==> src/rtl/seq_pkg.sv <==
// Shared types and constants for the serial pattern transmitter.
// SEQ_PATTERN_TX_PARITY_EN appends an even-parity bit to every frame.
package seq_pkg;

  typedef enum logic [1:0] {
    IDLE  = 2'd0,
    SHIFT = 2'd1,
    GAP   = 2'd2,
    DONE  = 2'd3
  } state_e;

  localparam logic [2:0] DEFAULT_PAT = 3'b101;

`ifdef SEQ_PATTERN_TX_PARITY_EN
  localparam int PARITY_BITS = 1;
`else
  localparam int PARITY_BITS = 0;
`endif

  function automatic int frame_len(input int pat_w);
    return pat_w + PARITY_BITS;
  endfunction

endpackage

==> src/rtl/seq_pattern_tx_if.sv <==
// Request/control and serial-output bundle of seq_pattern_tx.
// The bench (master) drives requests; the transmitter (slave) drives the line.
interface seq_pattern_tx_if #(
  parameter int PAT_W = 3,
  parameter int CNT_W = 8,
  parameter int GAP_W = 4
);
  logic             start;
  logic [PAT_W-1:0] pattern;
  logic [CNT_W-1:0] repeat_n;
  logic [GAP_W-1:0] gap;
  logic             abort;
  logic             ready;
  logic             o;
  logic             o_valid;
  logic             frame_start;
  logic             done;

  modport master (
    output start, pattern, repeat_n, gap, abort,
    input  ready, o, o_valid, frame_start, done
  );

  modport slave (
    input  start, pattern, repeat_n, gap, abort,
    output ready, o, o_valid, frame_start, done
  );
endinterface

==> src/rtl/seq_frame_shifter.sv <==
// Holds the captured pattern and walks it MSB-first, one bit per advance.
// SEQ_PATTERN_TX_PARITY_EN adds a trailing even-parity bit to each frame.
module seq_frame_shifter #(
  parameter int PAT_W = 3
) (
  input  logic             clk,
  input  logic             rst,
  input  logic             load_i,
  input  logic [PAT_W-1:0] pattern_i,
  input  logic             advance_i,
  output logic             bit_o,
  output logic             first_o,
  output logic             last_o
);
  import seq_pkg::*;

  localparam int FRAME_LEN = frame_len(PAT_W);
  localparam int IDX_W     = $clog2(FRAME_LEN);

  logic [PAT_W-1:0] pat_q, pat_d;
  logic [PAT_W-1:0] sr_q, sr_d;
  logic [IDX_W-1:0] idx_q, idx_d;

  always_ff @(posedge clk) begin
    if (rst) begin
      pat_q <= '0;
      sr_q  <= '0;
      idx_q <= '0;
    end else begin
      pat_q <= pat_d;
      sr_q  <= sr_d;
      idx_q <= idx_d;
    end
  end

  // After the last bit the register rewinds to the pattern so the next frame needs no reload.
  always_comb begin
    pat_d = pat_q;
    sr_d  = sr_q;
    idx_d = idx_q;
    if (load_i) begin
      pat_d = pattern_i;
      sr_d  = pattern_i;
      idx_d = '0;
    end else if (advance_i) begin
      if (last_o) begin
        sr_d  = pat_q;
        idx_d = '0;
      end else begin
        sr_d  = {sr_q[PAT_W-2:0], 1'b0};
        idx_d = idx_q + IDX_W'(1);
      end
    end
  end

  assign first_o = (idx_q == '0);
  assign last_o  = (idx_q == IDX_W'(FRAME_LEN - 1));

`ifdef SEQ_PATTERN_TX_PARITY_EN
  assign bit_o = (idx_q == IDX_W'(PAT_W)) ? ^pat_q : sr_q[PAT_W-1];
`else
  assign bit_o = sr_q[PAT_W-1];
`endif

endmodule

==> src/rtl/seq_pattern_tx.sv <==
// Serial pattern transmitter: frames, repeat count, inter-frame gap and abort.
// SEQ_PATTERN_TX_PARITY_EN (via seq_frame_shifter) lengthens each frame by a parity bit.
module seq_pattern_tx #(
  parameter int               PAT_W       = 3,
  parameter logic [PAT_W-1:0] DEFAULT_PAT = PAT_W'(seq_pkg::DEFAULT_PAT),
  parameter int               CNT_W       = 8,
  parameter int               GAP_W       = 4
) (
  input logic             clk,
  input logic             rst,
  seq_pattern_tx_if.slave bus
);
  import seq_pkg::*;

  state_e           state_q, state_d;
  logic [CNT_W-1:0] frames_q, frames_d;
  logic [GAP_W-1:0] gap_q, gap_d;
  logic [GAP_W-1:0] gap_cnt_q, gap_cnt_d;
  logic             ready_q, ready_d;
  logic             o_q, o_d;
  logic             o_valid_q, o_valid_d;
  logic             frame_start_q, frame_start_d;
  logic             done_q, done_d;

  logic             sh_load, sh_advance, sh_bit, sh_first, sh_last;
  logic [PAT_W-1:0] pat_eff;

  assign pat_eff = (bus.pattern == '0) ? DEFAULT_PAT : bus.pattern;

  seq_frame_shifter #(.PAT_W(PAT_W)) u_shifter (
    .clk       (clk),
    .rst       (rst),
    .load_i    (sh_load),
    .pattern_i (pat_eff),
    .advance_i (sh_advance),
    .bit_o     (sh_bit),
    .first_o   (sh_first),
    .last_o    (sh_last)
  );

  always_ff @(posedge clk) begin
    if (rst) begin
      state_q       <= IDLE;
      frames_q      <= '0;
      gap_q         <= '0;
      gap_cnt_q     <= '0;
      ready_q       <= 1'b1;
      o_q           <= 1'b0;
      o_valid_q     <= 1'b0;
      frame_start_q <= 1'b0;
      done_q        <= 1'b0;
    end else begin
      state_q       <= state_d;
      frames_q      <= frames_d;
      gap_q         <= gap_d;
      gap_cnt_q     <= gap_cnt_d;
      ready_q       <= ready_d;
      o_q           <= o_d;
      o_valid_q     <= o_valid_d;
      frame_start_q <= frame_start_d;
      done_q        <= done_d;
    end
  end

  // Accept needs ready_q as well, so the IDLE cycle right after DONE still ignores start.
  always_comb begin
    state_d       = state_q;
    frames_d      = frames_q;
    gap_d         = gap_q;
    gap_cnt_d     = gap_cnt_q;
    ready_d       = 1'b0;
    o_d           = 1'b0;
    o_valid_d     = 1'b0;
    frame_start_d = 1'b0;
    done_d        = 1'b0;
    sh_load       = 1'b0;
    sh_advance    = 1'b0;

    unique case (state_q)
      IDLE: begin
        ready_d = 1'b1;
        if (ready_q && bus.start) begin
          sh_load  = 1'b1;
          frames_d = (bus.repeat_n == '0) ? CNT_W'(1) : bus.repeat_n;
          gap_d    = bus.gap;
          ready_d  = 1'b0;
          state_d  = SHIFT;
        end
      end
      SHIFT: begin
        if (bus.abort) begin
          ready_d = 1'b1;
          state_d = IDLE;
        end else begin
          o_d           = sh_bit;
          o_valid_d     = 1'b1;
          frame_start_d = sh_first;
          sh_advance    = 1'b1;
          if (sh_last) begin
            frames_d = frames_q - CNT_W'(1);
            if (frames_q == CNT_W'(1)) begin
              state_d = DONE;
            end else if (gap_q != '0) begin
              gap_cnt_d = gap_q;
              state_d   = GAP;
            end
          end
        end
      end
      GAP: begin
        if (bus.abort) begin
          ready_d = 1'b1;
          state_d = IDLE;
        end else begin
          gap_cnt_d = gap_cnt_q - GAP_W'(1);
          if (gap_cnt_q == GAP_W'(1)) begin
            state_d = SHIFT;
          end
        end
      end
      DONE: begin
        done_d  = 1'b1;
        state_d = IDLE;
      end
      default: state_d = IDLE;
    endcase
  end

  assign bus.ready       = ready_q;
  assign bus.o           = o_q;
  assign bus.o_valid     = o_valid_q;
  assign bus.frame_start = frame_start_q;
  assign bus.done        = done_q;

endmodule
==> src/flat_wrapper.sv <==
// flat-port wrapper written by rule: the top's interface ports become plain ports
module seq_pattern_tx_flat import seq_pkg::*;
#(
  parameter int               PAT_W       = 3,
  parameter logic [PAT_W-1:0] DEFAULT_PAT = PAT_W'(seq_pkg::DEFAULT_PAT),
  parameter int               CNT_W       = 8,
  parameter int               GAP_W       = 4
)
  (clk, rst, bus_start, bus_pattern, bus_repeat_n, bus_gap, bus_abort, bus_ready, bus_o, bus_o_valid, bus_frame_start, bus_done);
  seq_pattern_tx_if #(.PAT_W(PAT_W), .CNT_W(CNT_W), .GAP_W(GAP_W)) bus_i ();
  input logic clk;
  input logic rst;
  input wire logic [$bits(bus_i.start)-1:0] bus_start;
  input wire logic [$bits(bus_i.pattern)-1:0] bus_pattern;
  input wire logic [$bits(bus_i.repeat_n)-1:0] bus_repeat_n;
  input wire logic [$bits(bus_i.gap)-1:0] bus_gap;
  input wire logic [$bits(bus_i.abort)-1:0] bus_abort;
  output wire logic [$bits(bus_i.ready)-1:0] bus_ready;
  output wire logic [$bits(bus_i.o)-1:0] bus_o;
  output wire logic [$bits(bus_i.o_valid)-1:0] bus_o_valid;
  output wire logic [$bits(bus_i.frame_start)-1:0] bus_frame_start;
  output wire logic [$bits(bus_i.done)-1:0] bus_done;
  assign bus_i.start = bus_start;
  assign bus_i.pattern = bus_pattern;
  assign bus_i.repeat_n = bus_repeat_n;
  assign bus_i.gap = bus_gap;
  assign bus_i.abort = bus_abort;
  assign bus_ready = bus_i.ready;
  assign bus_o = bus_i.o;
  assign bus_o_valid = bus_i.o_valid;
  assign bus_frame_start = bus_i.frame_start;
  assign bus_done = bus_i.done;
  seq_pattern_tx #(.PAT_W(PAT_W), .DEFAULT_PAT(DEFAULT_PAT), .CNT_W(CNT_W), .GAP_W(GAP_W)) u_core (.clk(clk), .rst(rst), .bus(bus_i));
endmodule
==> config.mk <==
export PLATFORM = sky130hd
export DESIGN_NAME = seq_pattern_tx_flat
export DESIGN_NICKNAME = d
export VERILOG_FILES = /design/src/rtl/seq_pkg.sv /design/src/rtl/seq_pattern_tx_if.sv /design/src/rtl/seq_frame_shifter.sv /design/src/rtl/seq_pattern_tx.sv /design/src/flat_wrapper.sv
export SDC_FILE = /design/constraint.sdc
export NUM_CORES = 1
export LEC_CHECK = 0
export ABC_AREA = 1
export ABC_CLOCK_PERIOD_IN_PS = 3800
export CORE_AREA = 2 2 63 65
export CTS_CLUSTER_SIZE = 8
export DETAILED_ROUTE_END_ITERATION = 12
export DIE_AREA = 0 0 65 67
export DONT_BUFFER_PORTS = 1
export GPL_TIMING_DRIVEN = 0
export PLACE_DENSITY_LB_ADDON = 0.15
export SYNTH_ARGS = -nofsm -noshare
export SYNTH_HDL_FRONTEND = slang
export SYNTH_SLANG_ARGS = --single-unit
==> constraint.sdc <==
create_clock -name clk -period 3.8 [get_ports clk]
set_clock_uncertainty 0.1 [all_clocks]
set_input_delay 0.57 -clock clk [delete_from_list [all_inputs] [get_ports clk]]
set_output_delay 0.57 -clock clk [all_outputs]
set_load 0.02 [all_outputs]
After elaboration in Yosys (flattened, before gate mapping)
Cells that the tools add are included.
{ "classes": {"n_eq_ne": 15, "n_reduce_logical": 16, "add_sub_neg": 3, "n_bitwise": 1, "muxes": 32} }
{ "ops": {"columns": ["operator", "n"], "rows": [
  ["$mux 8", 4],
  ["$mux 4", 5],
  ["$mux 2", 8],
  ["$pmux 8 s2", 1],
  ["$mux 3", 4],
  ["$eq 8x1->1 const B", 1],
  ["$logic_not 8->1", 1],
  ["$pmux 2 s4", 1],
  ["$pmux 4 s2", 1],
  ["$reduce_and 4->1", 2],
  ["$sub 8x1->8 const B", 1],
  ["$mux 1", 7],
  ["$eq 2x2->1 const B", 3],
  ["$ne 2x1->1 const B", 3],
  ["$ne 2x2->1 const B", 3],
  ["$ne 3x2->1 const B", 2],
  ["$reduce_and 6->1", 1],
  ["$reduce_bool 2->1", 3],
  ["$eq 4x1->1 const B", 1],
  ["$logic_not 2->1", 2],
  ["$ne 4x2->1 const B", 1],
  ["$reduce_bool 4->1", 1],
  ["$reduce_or 2->1", 2],
  ["$sub 4x1->4 const B", 1],
  ["8 further kinds", 8]
]} }
{ "word_totals": {"elab_cells": 79, "in_bits": 19, "regBits": 31} }

Longest topological paths before layout
Gate-level depths: netlist (run 1).
{ "logic_depth": {"ltp_word": 6, "depth_mapped": 11} }

Cells and area by module
From an unflattened synthesis (run 1), not the netlist that was laid out.
{ "unflattened": {"hier_cells": 262, "area_unflattened_um2": 1778.0} }
{ "by_module_without_submodules": {"columns": ["module", "cells_each", "n_inst", "seq_area_each_um2", "area_each_um2"], "rows": [
  ["seq_pattern_tx", 210, 1, 460.4, 1387.6],
  ["seq_frame_shifter", 52, 1, 160.2, 390.4]
]} }

Worst setup path after synthesis (run 1)
Ideal clock, no wire load.
{ "synth_timing": {"path_type": "register -> register", "startpoint": "register u_core.state_q[1]", "endpoint": "register u_core.frames_q[3]", "setup_ns": 0.135, "path_stages_with_launch": 10, "arrival_time_ns": 1.258, "path_slack_ns": 2.307, "cell_sequence": "dfxtp_1 inv_1 ha_1 inv_2 buf_6 o21ai_2 nand2_1 buf_6 o21ai_1 a21oi_1"} }
{ "synth_between": {"elab_chain_cells": 3, "word_cells_on_any_way": 8} }
{ "synth_lines": {"columns": ["element", "line_no", "source"], "rows": [
  ["start, declared", "seq_pattern_tx.sv:15", "state_e state_q, state_d;"],
  ["start signal, assigned", "seq_pattern_tx.sv:53", "state_q <= state_d;"],
  ["$eq 2x1->1 / $logic_not 2->1 (equally long branches)", "seq_pattern_tx.sv:79", "unique case (state_q)"],
  ["$ne 2x1->1 (no source line), or another cell as far along", null, null],
  ["$reduce_and 4->1 (no source line)", null, null],
  ["end signal, assigned", "seq_pattern_tx.sv:54", "frames_q <= frames_d;"],
  ["end, declared", "seq_pattern_tx.sv:16", "logic [CNT_W-1:0] frames_q, frames_d;"]
]} }
Parallel ways exist; a longest one is shown, timed or not.
A chain may end at the register's enable or synchronous reset.

Worst setup path in the final report (run 1)
{ "layout_timing": {"startpoint": "register u_core.state_q[1]", "endpoint": "register u_core.gap_q[2]"} }
{ "layout_between": {"elab_chain_cells": 2} }
{ "layout_lines": {"columns": ["element", "line_no", "source"], "rows": [
  ["$logic_not 2->1", "seq_pattern_tx.sv:79", null],
  ["$reduce_and 2->1 (no source line)", null, null],
  ["end signal, assigned", "seq_pattern_tx.sv:55", "gap_q <= gap_d;"],
  ["end, declared", "seq_pattern_tx.sv:17", "logic [GAP_W-1:0] gap_q, gap_d;"]
]} }
Every way passes these cells.

==> out/metrics.yaml, run 1 <==
outcome:
  status: "complete, no violations"
sta:
  rsz0062_at_grt: "false"
  tns_ps: 0
  slew_headroom: 0.595
  worst_slew_pin_slew_ps: 608
  min_period_over_period: 0.449
  slew_violations: 0
  timing.hold.ws_ps: 314
  max_freq_mhz: 586
  min_period_ps: 1710
  setup_viol: 0
  finalHoldViolations: 0
pwr:
  p_switching_uw: 721
  swShare: 0.464
  leakage_nw: 0.849
  internal_power_uw: 833
  ir_drop_v: 0.000317
  p_comb_frac: 0.500
  power_density_nw_per_um2: 825
  total_power_mw: 1.55
  seqPwrFrac: 0.326
  pwr-share-clk: 0.174
synthesis:
  syn-cell-area_sq_um: 1730
  syn_area_per_cell_sq_um: 6.68
  synth_warnings: 0
  syn_nets: 287
  yosysSeqAreaShare: 0.359
  synthCells: 259
  synth-seq-cells: 31
  synth_cell_type_count: 32
flow_run:
  cap_violations: 0
detailed_routing:
  drtIter0Drc: 133
  vias: 1604
  dr.pass1.iters: 4
  ant_nets: 0
  drc: 0
  wl_um: 3730
  routedWlPerCell_um: 11.8
  via_per_inst: 5.09
setup_path:
  end_kind: "register"
  crit_fanout: 10
  crit_required_ps: 3910
  timing_worst_setup_path_type: "reg2reg"
  worstRegToRegCells: 6
  worstSetupStartpointType: "register"
  worst_ep_arrival_time_ps: 1820
clocking:
  clkSlewWorstSetupHoldPaths_ps: 70
  clock-root-buffer: "clkbuf_8"
  cts_resized: 0
  numCtsBuffers: 5
  cts.sinks: 31
  clk_path_buf_depth: 2
  h-tree-depth: 2
  cts_tree: "done"
  post_cts_buffers: 0
  clk_latency_ps: 290
  cts_hold_buf: 0
global_routing:
  grt-ovfl-total: 0
  grt_pass1_wl_um: 6490
  grt_use_total: 0.197
  grt_pass1_vias: 1461
  grt_max_degree: 13
  antenna_found_initial: 0
layout:
  drive_above_1_share: 0.112
  n_antenna_cell: 0
  fin_cells: 315
  syn2layout_area_growth_pct: 8.83
  mostFrequentLayoutCell: "nand2_1"
  final_nets: 294
  final_cell_mix: "71 x nand2_1, 31 x dfxtp_1, 30 x nor2_1"
  final_cell_area_sq_um: 1880
floorplan:
  dieArea_sq_um: 4360
  start_util: 0.480
  io-pin-count: 24
  core_sq_um: 3610
  die_w_um: 65
  die_h_um: 67
  row_count: 22
place:
  dpl.cell_count: 307
  routabilityCongestion: 0.913
  place_area_sq_um: 1790
  hpwl_um: 2780
  port_buffers: 0
hold_path:
  min_path_type: "in2reg"
  hold_depth: 2
==> registers in the layout (all words and copies together) (netlist names), 2 cells and up <==
name	flops
u_core.frames_q	8
u_core.gap_cnt_q	4
u_core.gap_q	4
u_core.u_shifter.pat_q	3
u_core.u_shifter.sr_q	3
u_core.state_q	2
u_core.u_shifter.idx_q	2
==> critical path, cell delays in order, from the launching register on <==
cell and delay [ps]:
dfxtp_1 390, inv_1 100, ha_1 240, nand3_2 140
clkbuf_1 400, o21ai_1 120, a21oi_1 140
==> logic make-up (layout without fill, tap and decap cells) <==
kind of cell,count (synthesis),count (layout),share of synthesized area
buffers and inverters,39,47,0.0948
AND/OR/NAND/NOR,129,129,0.318
adder cells (fa/ha/maj),9,9,0.0651
flip-flops,31,31,0.359
AO/OA/AOI/OAI,51,51,0.164
==> power by group through the flow <==
stage               Sequential, mW  Clock, mW  Combinational, mW
global placement             0.511          0              0.767
detailed placement           0.512          0              0.774
global route                 0.518      0.287              0.923
CTS                          0.506      0.277              0.778
finish                       0.506      0.270              0.777
floorplan                    0.495          0              0.635
==> Yosys cell counts (all sizes together) <==
master	instances	share of area
a211oi	1	0.0043
a21boi	1	0.0043
a21oi	22	0.068
a31oi	2	0.0072
and3	1	0.0036
buf	4	0.019
clkbuf	3	0.0065
dfxtp	31	0.36
ha	9	0.065
inv	32	0.069
nand2	73	0.16
nand3	15	0.046
nand3b	1	0.0043
nand4	1	0.0036
nor2	34	0.082
nor3	2	0.0087
o2111ai	1	0.0051
o211ai	1	0.0043
o21ai	22	0.066
o31ai	1	0.0043
or2	2	0.0072
==> worst paths after layout <==
check | end | slack, ps | start
setup / recovery | u_core.gap_q[2]$_SDFFE_PP0P_ | 2090 | u_core.state_q[1]$_SDFFE_PP0P_
hold / removal | u_core.gap_q[0]$_SDFFE_PP0P_ | 310 | bus_gap[0]
setup reg to reg | u_core.gap_q[2]$_SDFFE_PP0P_ | 2090 | u_core.state_q[1]$_SDFFE_PP0P_
hold reg to reg | u_core.u_shifter.pat_q[2]$_SDFFE_PP0P_ | 370 | u_core.u_shifter.pat_q[2]$_SDFFE_PP0P_
==> metal layers <==
layer / GRT usage / part of all wire
met1: 0.251 / 0.48
met4: 0.0665 / 0.013
met2: 0.321 / 0.44
met3: 0.0524 / 0.067
met5: 0 / 0
==> stage by stage <==
stage,worst slack (ps),util
6_report,2090,0.522
5_1_grt,1940,0.522
4_1_cts,2090,0.522
3_5_place_dp,2050,0.496
3_3_place_gp,2060,0.496
2_1_floorplan,2310,-
==> cell type report <==
class,count,area [sq um]
fillers,383,1720
multi-input cells,189,945
flip-flops and latches,31,621
inverters,32,120
clock buffers,5,68.8
well taps,48,60.1
plain buffers,7,43.8
clock inverters,3,23.8
Power figures use the tool's default switching activity.
==> inputs of run 2 (changes only) <==
--- a/config.mk
+++ b/config.mk
@@ -6,7 +6,7 @@
 export NUM_CORES = 1
 export LEC_CHECK = 0
 export ABC_AREA = 1
-export ABC_CLOCK_PERIOD_IN_PS = 3800
+export ABC_CLOCK_PERIOD_IN_PS = 1800
 export CORE_AREA = 2 2 63 65
 export CTS_CLUSTER_SIZE = 8
 export DETAILED_ROUTE_END_ITERATION = 12
==> constraint.sdc (replaced) <==
create_clock -name clk -period 1.8 [get_ports clk]
set_clock_uncertainty 0.1 [all_clocks]
set_input_delay 0.27 -clock clk [delete_from_list [all_inputs] [get_ports clk]]
set_output_delay 0.27 -clock clk [all_outputs]
set_load 0.02 [all_outputs]
==> run 2 against run 1 <==
Net effect:
- clock power grew 110%
- register-to-register slack lost 1900 ps
- non-clock buffer count is the same
- worst hold slack lost 300 ps
- sequential power grew 110%
- cell count is the same
- maximum frequency grew 4.0%
==> out/metrics.yaml, run 2 (synthesized netlist as in run 1, its figures left out) <==
sta:
  finalHoldViolations: 0  # unchanged
  worst_slew_pin_slew_ps: 599  # was 608 ps
  timing.hold.ws_ps: 14.6  # was 314 ps
  slew_violations: 0  # unchanged
  tns_ps: 0  # unchanged
  max_freq_mhz: 609  # was 586 MHz
  slew_headroom: 0.600  # was 0.595
  timing.final.ws_setup_ps: 159  # was 2090 ps
  setup_viol: 0  # unchanged
  min_period_over_period: 0.912  # was 0.449
  rsz0062_at_grt: "false"  # unchanged
  min_period_ps: 1640  # was 1710 ps
clocking:
  clock-root-buffer: "clkbuf_8"  # unchanged
  clkSlewWorstSetupHoldPaths_ps: 70  # about the same
  cts_resized: 0  # unchanged
  cts.sinks: 31  # unchanged
  clk_path_buf_depth: 2  # unchanged
  cts_tree: "done"  # unchanged
  post_cts_buffers: 0  # unchanged
  h-tree-depth: 2  # unchanged
  cts_hold_buf: 0  # unchanged
  clk_latency_ps: 290  # about the same
  numCtsBuffers: 5  # unchanged
setup_path:
  rrSetupSlack_ps: 160  # was 2090 ps
  reg2reg_from: "u_core.state_q[1]$_SDFFE_PP0P_"  # unchanged
  end_kind: "register"  # unchanged
  worst_ep_arrival_time_ps: 1700  # was 1820 ps
  worstRegToRegCells: 8  # was 6
  worstSetupStartpointType: "register"  # unchanged
  r2r_end: "u_core.frames_q[4]$_SDFFE_PP0P_"  # was u_core.gap_q[2]$_SDFFE_PP0P_
  crit_required_ps: 1850  # was 3910 ps
  timing_worst_setup_path_type: "reg2reg"  # unchanged
  crit_fanout: 10  # unchanged
hold_path:
  min_to: "u_core.gap_q[0]$_SDFFE_PP0P_"  # unchanged
  hold_depth: 2  # unchanged
  hp-start: "bus_gap[0]"  # unchanged
  min_path_type: "in2reg"  # unchanged
flow_run:
  cap_violations: 0  # unchanged
global_routing:
  grt_use_total: 0.197  # unchanged
  grt-ovfl-total: 0  # unchanged
  met2_usage: 0.321  # unchanged
  busiest_layer: "met2"  # unchanged
  use_met3: 0.0524  # unchanged
  grt_pass1_vias: 1461  # unchanged
  grt_max_degree: 13  # unchanged
  antenna_found_initial: 0  # unchanged
  grt_pass1_wl_um: 6490  # unchanged
  grtUsageMet1: 0.251  # unchanged
pwr:
  power_density_nw_per_um2: 1740  # was 825 nW/um^2
  ir_drop_v: 0.000671  # was 0.000317 V
  leakage_nw: 0.851  # was 0.849 nW
place:
  dpl.cell_count: 307  # unchanged
  hpwl_um: 2780  # unchanged
  port_buffers: 0  # unchanged
  routabilityCongestion: 0.913  # unchanged
  place_ws_ps: 91.9  # was 2050 ps
layout:
  mostFrequentLayoutCell: "nand2_1"  # unchanged
  fin_cells: 315  # unchanged
  drive_above_1_share: 0.131  # was 0.112
  final_nets: 294  # unchanged
  largest_reg_flops: 8  # unchanged
  reg.largest.list: "u_core.frames_q x8, u_core.gap_cnt_q x4, u_core.gap_q x4"  # unchanged
  final_cell_mix: "71 x nand2_1, 30 x nor2_1, 30 x dfxtp_1"  # was 71 x nand2_1, 31 x dfxtp_1, 30 x nor2_1
  n_antenna_cell: 0  # unchanged
  syn2layout_area_growth_pct: 9.99  # was 8.83%
  top_register: "u_core.frames_q"  # unchanged
detailed_routing:
  routedWlPerCell_um: 11.9  # was 11.8 um
  drc: 0  # unchanged
  via_per_inst: 5.12  # was 5.09
  ant_nets: 0  # unchanged
  dr.pass1.iters: 6  # was 4
  vias: 1614  # was 1604
  drtIter0Drc: 101  # was 133
  wl_um: 3740  # was 3730 um
floorplan:
  row_count: 22  # unchanged
  die_h_um: 67  # unchanged
  start_util: 0.480  # unchanged
  io-pin-count: 24  # unchanged
  core_sq_um: 3610  # unchanged
  die_w_um: 65  # unchanged
  dieArea_sq_um: 4360  # unchanged
outcome:
  status: "complete, no violations"  # unchanged
run 2: cell counts in the layout (fill, tap and decap cells not counted):
Identical to the previous run, type by type.
run 2: final cells by class:
cell class                 count  area, sq um
fill                         378         1700
multi-input combinational    189          962
tap                           48         60.1
clock inverter                 3         23.8
buffer                         7         45.0
inverter                      32          120
sequential                    31          622
clock buffer                   5         68.8
run 2: routing by layer:
layer,routed length (um),vias to the layer above
li1,-,843
met1,1820,730
met2,1650,36
met3,224,5
met4,46,0
met5,0,-
run 2: where the power goes:
group	total, mW	switching [mW]	leakage, nW	internal, mW
sequential	1.07	0.174	0.254	0.900
clock	0.571	0.295	0.0408	0.276
combinational	1.66	1.06	0.556	0.601
total	3.31	1.53	0.851	1.78
run 2: through the flow:
stage,utilization,cell area [sq um],power (mW)
finish,0.527,1900,3.31
global route,0.527,1900,3.68
CTS,0.522,1880,3.30
detailed placement,0.496,1790,2.71
global placement,0.496,1790,2.70
floorplan,-,1730,2.39
run 2: how the worst max path moves through the flow:
| stage | start | to | slack, ps | cells after the start |
|---|---|---|---|---|
| after floorplan | u_core.state_q[1]$_SDFFE_PP0P_ | u_core.frames_q[3]$_SDFFE_PP0P_ | 310 | 9 |
| after global placement | u_core.state_q[0]$_SDFFE_PP0P_ | u_core.u_shifter.idx_q[0]$_SDFFE_PP0P_ | 110 | 6 |
| after detailed placement | u_core.state_q[0]$_SDFFE_PP0P_ | u_core.u_shifter.idx_q[0]$_SDFFE_PP0P_ | 90 | 6 |
| after CTS | u_core.state_q[0]$_SDFFE_PP0P_ | u_core.u_shifter.idx_q[0]$_SDFFE_PP0P_ | 90 | 6 |
| after global routing | u_core.state_q[1]$_SDFFE_PP0P_ | u_core.state_q[0]$_SDFFE_PP0P_ | 20 | 11 |
| final | u_core.state_q[1]$_SDFFE_PP0P_ | u_core.frames_q[4]$_SDFFE_PP0P_ | 160 | 8 |
run 2: critical path, stage by stage, from the launching register on:
cell and delay, ps:
dfxtp_1 350, inv_1 140, ha_2 230, nand3_2 150
o21ai_2 90, nand2_1 100, buf_6 160, o21ai_1 120
a21oi_1 70
==> inputs of run 3 (changes only) <==
--- a/config.mk
+++ b/config.mk
@@ -8,6 +8,7 @@
 export ABC_AREA = 1
 export ABC_CLOCK_PERIOD_IN_PS = 1800
 export CORE_AREA = 2 2 63 65
+export CTS_BUF_LIST = sky130_fd_sc_hd__clkbuf_16
 export CTS_CLUSTER_SIZE = 8
 export DETAILED_ROUTE_END_ITERATION = 12
 export DIE_AREA = 0 0 65 67
==> run 3 against run 2 <==
Net effect:
- core utilization increased by 1.6 points
- sequential power about the same
- cell area increased by 3.0%
- critical endpoint is now u_core.frames_q[3]$_SDFFE_PP0P_
- largest cell class unchanged
- largest power group unchanged
- highest routed layer unchanged
==> out/metrics.yaml, run 3 (synthesized netlist as in run 1, its figures left out) <==
floorplan:
  start_util: 0.480  # unchanged
  dieArea_sq_um: 4360  # unchanged
  die_h_um: 67  # unchanged
  io-pin-count: 24  # unchanged
  row_count: 22  # unchanged
  die_w_um: 65  # unchanged
  core_sq_um: 3610  # unchanged
layout:
  fin_cells: 317  # was 315
  mostFrequentLayoutCell: "nand2_1"  # unchanged
  final_nets: 296  # was 294
  drive_above_1_share: 0.130  # was 0.131
  largest_reg_flops: 8  # unchanged
  final_cell_mix: "71 x nand2_1, 31 x dfxtp_1, 30 x nor2_1"  # was 71 x nand2_1, 30 x nor2_1, 30 x dfxtp_1
  n_antenna_cell: 0  # unchanged
  syn2layout_area_growth_pct: 13.3  # was 9.99%
  reg.largest.list: "u_core.frames_q x8, u_core.gap_cnt_q x4, u_core.gap_q x4"  # unchanged
  top_register: "u_core.frames_q"  # unchanged
hold_path:
  min_path_type: "in2reg"  # unchanged
  hp-start: "bus_gap[0]"  # unchanged
pwr:
  swShare: 0.436  # was 0.463
  p_comb_frac: 0.466  # was 0.503
  p_switching_mw: 1.56  # was 1.53 mW
  leakage_nw: 0.885  # was 0.851 nW
  internal_power_mw: 2.02  # was 1.78 mW
  power_density_nw_per_um2: 1830  # was 1740 nW/um^2
  seqPwrFrac: 0.299  # was 0.325
  pwr-share-clk: 0.235  # was 0.172
  ir_drop_v: 0.000784  # was 0.000671 V
setup_path:
  worstSetupStartpointType: "register"  # unchanged
  crit_start: "u_core.state_q[1]$_SDFFE_PP0P_"  # unchanged
  rrSetupSlack_ps: 160  # about the same
  end_kind: "register"  # unchanged
  crit_required_ps: 1840  # was 1850 ps
  timing_worst_setup_path_type: "reg2reg"  # unchanged
  worst_ep_arrival_time_ps: 1680  # was 1700 ps
  reg2reg_from: "u_core.state_q[1]$_SDFFE_PP0P_"  # unchanged
  crit_fanout: 10  # unchanged
flow_run:
  cap_violations: 0  # unchanged
global_routing:
  grt-ovfl-total: 0  # unchanged
  grt_pass1_wl_um: 6600  # was 6490 um
  grt_max_degree: 13  # unchanged
  antenna_found_initial: 0  # unchanged
  grt_pass1_vias: 1475  # was 1461
  grt_use_total: 0.205  # was 0.197
place:
  routabilityCongestion: 0.913  # unchanged
  hpwl_um: 2780  # unchanged
  place_ws_ps: 91.9  # unchanged
  dpl.cell_count: 307  # unchanged
  port_buffers: 0  # unchanged
sta:
  finalHoldViolations: 0  # unchanged
  timing.final.ws_setup_ps: 158  # was 159 ps
  slew_headroom: 0.602  # was 0.600
  setup_viol: 0  # unchanged
  min_period_ps: 1640  # about the same
  tns_ps: 0  # unchanged
  slew_violations: 0  # unchanged
  max_freq_mhz: 609  # about the same
  min_period_over_period: 0.912  # about the same
  worst_slew_pin_slew_ps: 597  # was 599 ps
  rsz0062_at_grt: "false"  # unchanged
clocking:
  clkSlewWorstSetupHoldPaths_ps: 60  # was 70 ps
  numCtsBuffers: 5  # unchanged
  cts.sinks: 31  # unchanged
  h-tree-depth: 2  # unchanged
  cts_tree: "done"  # unchanged
  clk_latency_ps: 280  # was 290 ps
  clk_path_buf_depth: 2  # unchanged
  clock-root-buffer: "clkbuf_16"  # was clkbuf_8
outcome:
  status: "complete, no violations"  # unchanged
detailed_routing:
  dr.pass1.iters: 4  # was 6
  wl_um: 3810  # was 3740 um
  drtIter0Drc: 112  # was 101
  drc: 0  # unchanged
  ant_nets: 0  # unchanged
  routedWlPerCell_um: 12.0  # was 11.9 um
  via_per_inst: 5.09  # was 5.12
  vias: 1614  # unchanged
==> run 3: cell count changes in the layout (fill, tap and decap cells not counted), sizes merged <==
cell,delta
buf,+2
==> run 3: power by group through the flow <==
stage / clock [mW] / combinational (mW) / sequential, mW
final: 0.842 / 1.67 / 1.07
after global placement: 0 / 1.62 / 1.08
after global routing: 0.882 / 1.98 / 1.10
after detailed placement: 0 / 1.63 / 1.08
after floorplan: 0 / 1.34 / 1.05
after CTS: 0.855 / 1.65 / 1.07
==> run 3: metrics by stage <==
step           area (sq um)  utilization  hold slack, ps  total power [mW]
2_1_floorplan          1730            -             313              2.39
3_3_place_gp           1790        0.496             319              2.70
3_5_place_dp           1790        0.496             323              2.71
4_1_cts                1940        0.537            24.6              3.57
5_1_grt                1960        0.543            55.5              3.96
6_report               1960        0.543            28.0              3.58
==> run 3: per-layer routing <==
metal,wire length [um],track usage
met1,1790,0.254
met4,65,0.0904
met2,1710,0.326
met3,251,0.0625
met5,0,0
==> run 3: cell type report <==
class,count,area [sq um]
inverter,32,120
sequential,31,621
clock inverter,3,23.8
timing repair buffer,2,15.0
buffer,7,45.0
fill,373,1650
multi-input combinational,189,950
tap,48,60.1
clock buffer,5,125
==> run 3: what timing repair did <==
item | CTS | global route
hold buffers | 0 | 0
resized for setup | 0 | 4
buffers inserted | 0 | 2
setup endpoints to repair | 0 | 14
==> run 3: worst paths after layout <==
check,endpoint,cells past startpoint
worst max-delay path,u_core.frames_q[3]$_SDFFE_PP0P_,9
worst min-delay path,u_core.gap_q[0]$_SDFFE_PP0P_,2
worst max register to register,u_core.frames_q[3]$_SDFFE_PP0P_,9
worst min register to register,u_core.u_shifter.pat_q[2]$_SDFFE_PP0P_,2
==> run 3: critical path, cell delays in order, from the launching register on <==
cell and delay [ps]:
dfxtp_1 340, inv_1 110, ha_2 210, inv_2 60
buf_6 140, o21ai_2 100, nand2_1 100, buf_6 160
o21ai_1 110, a21oi_1 80
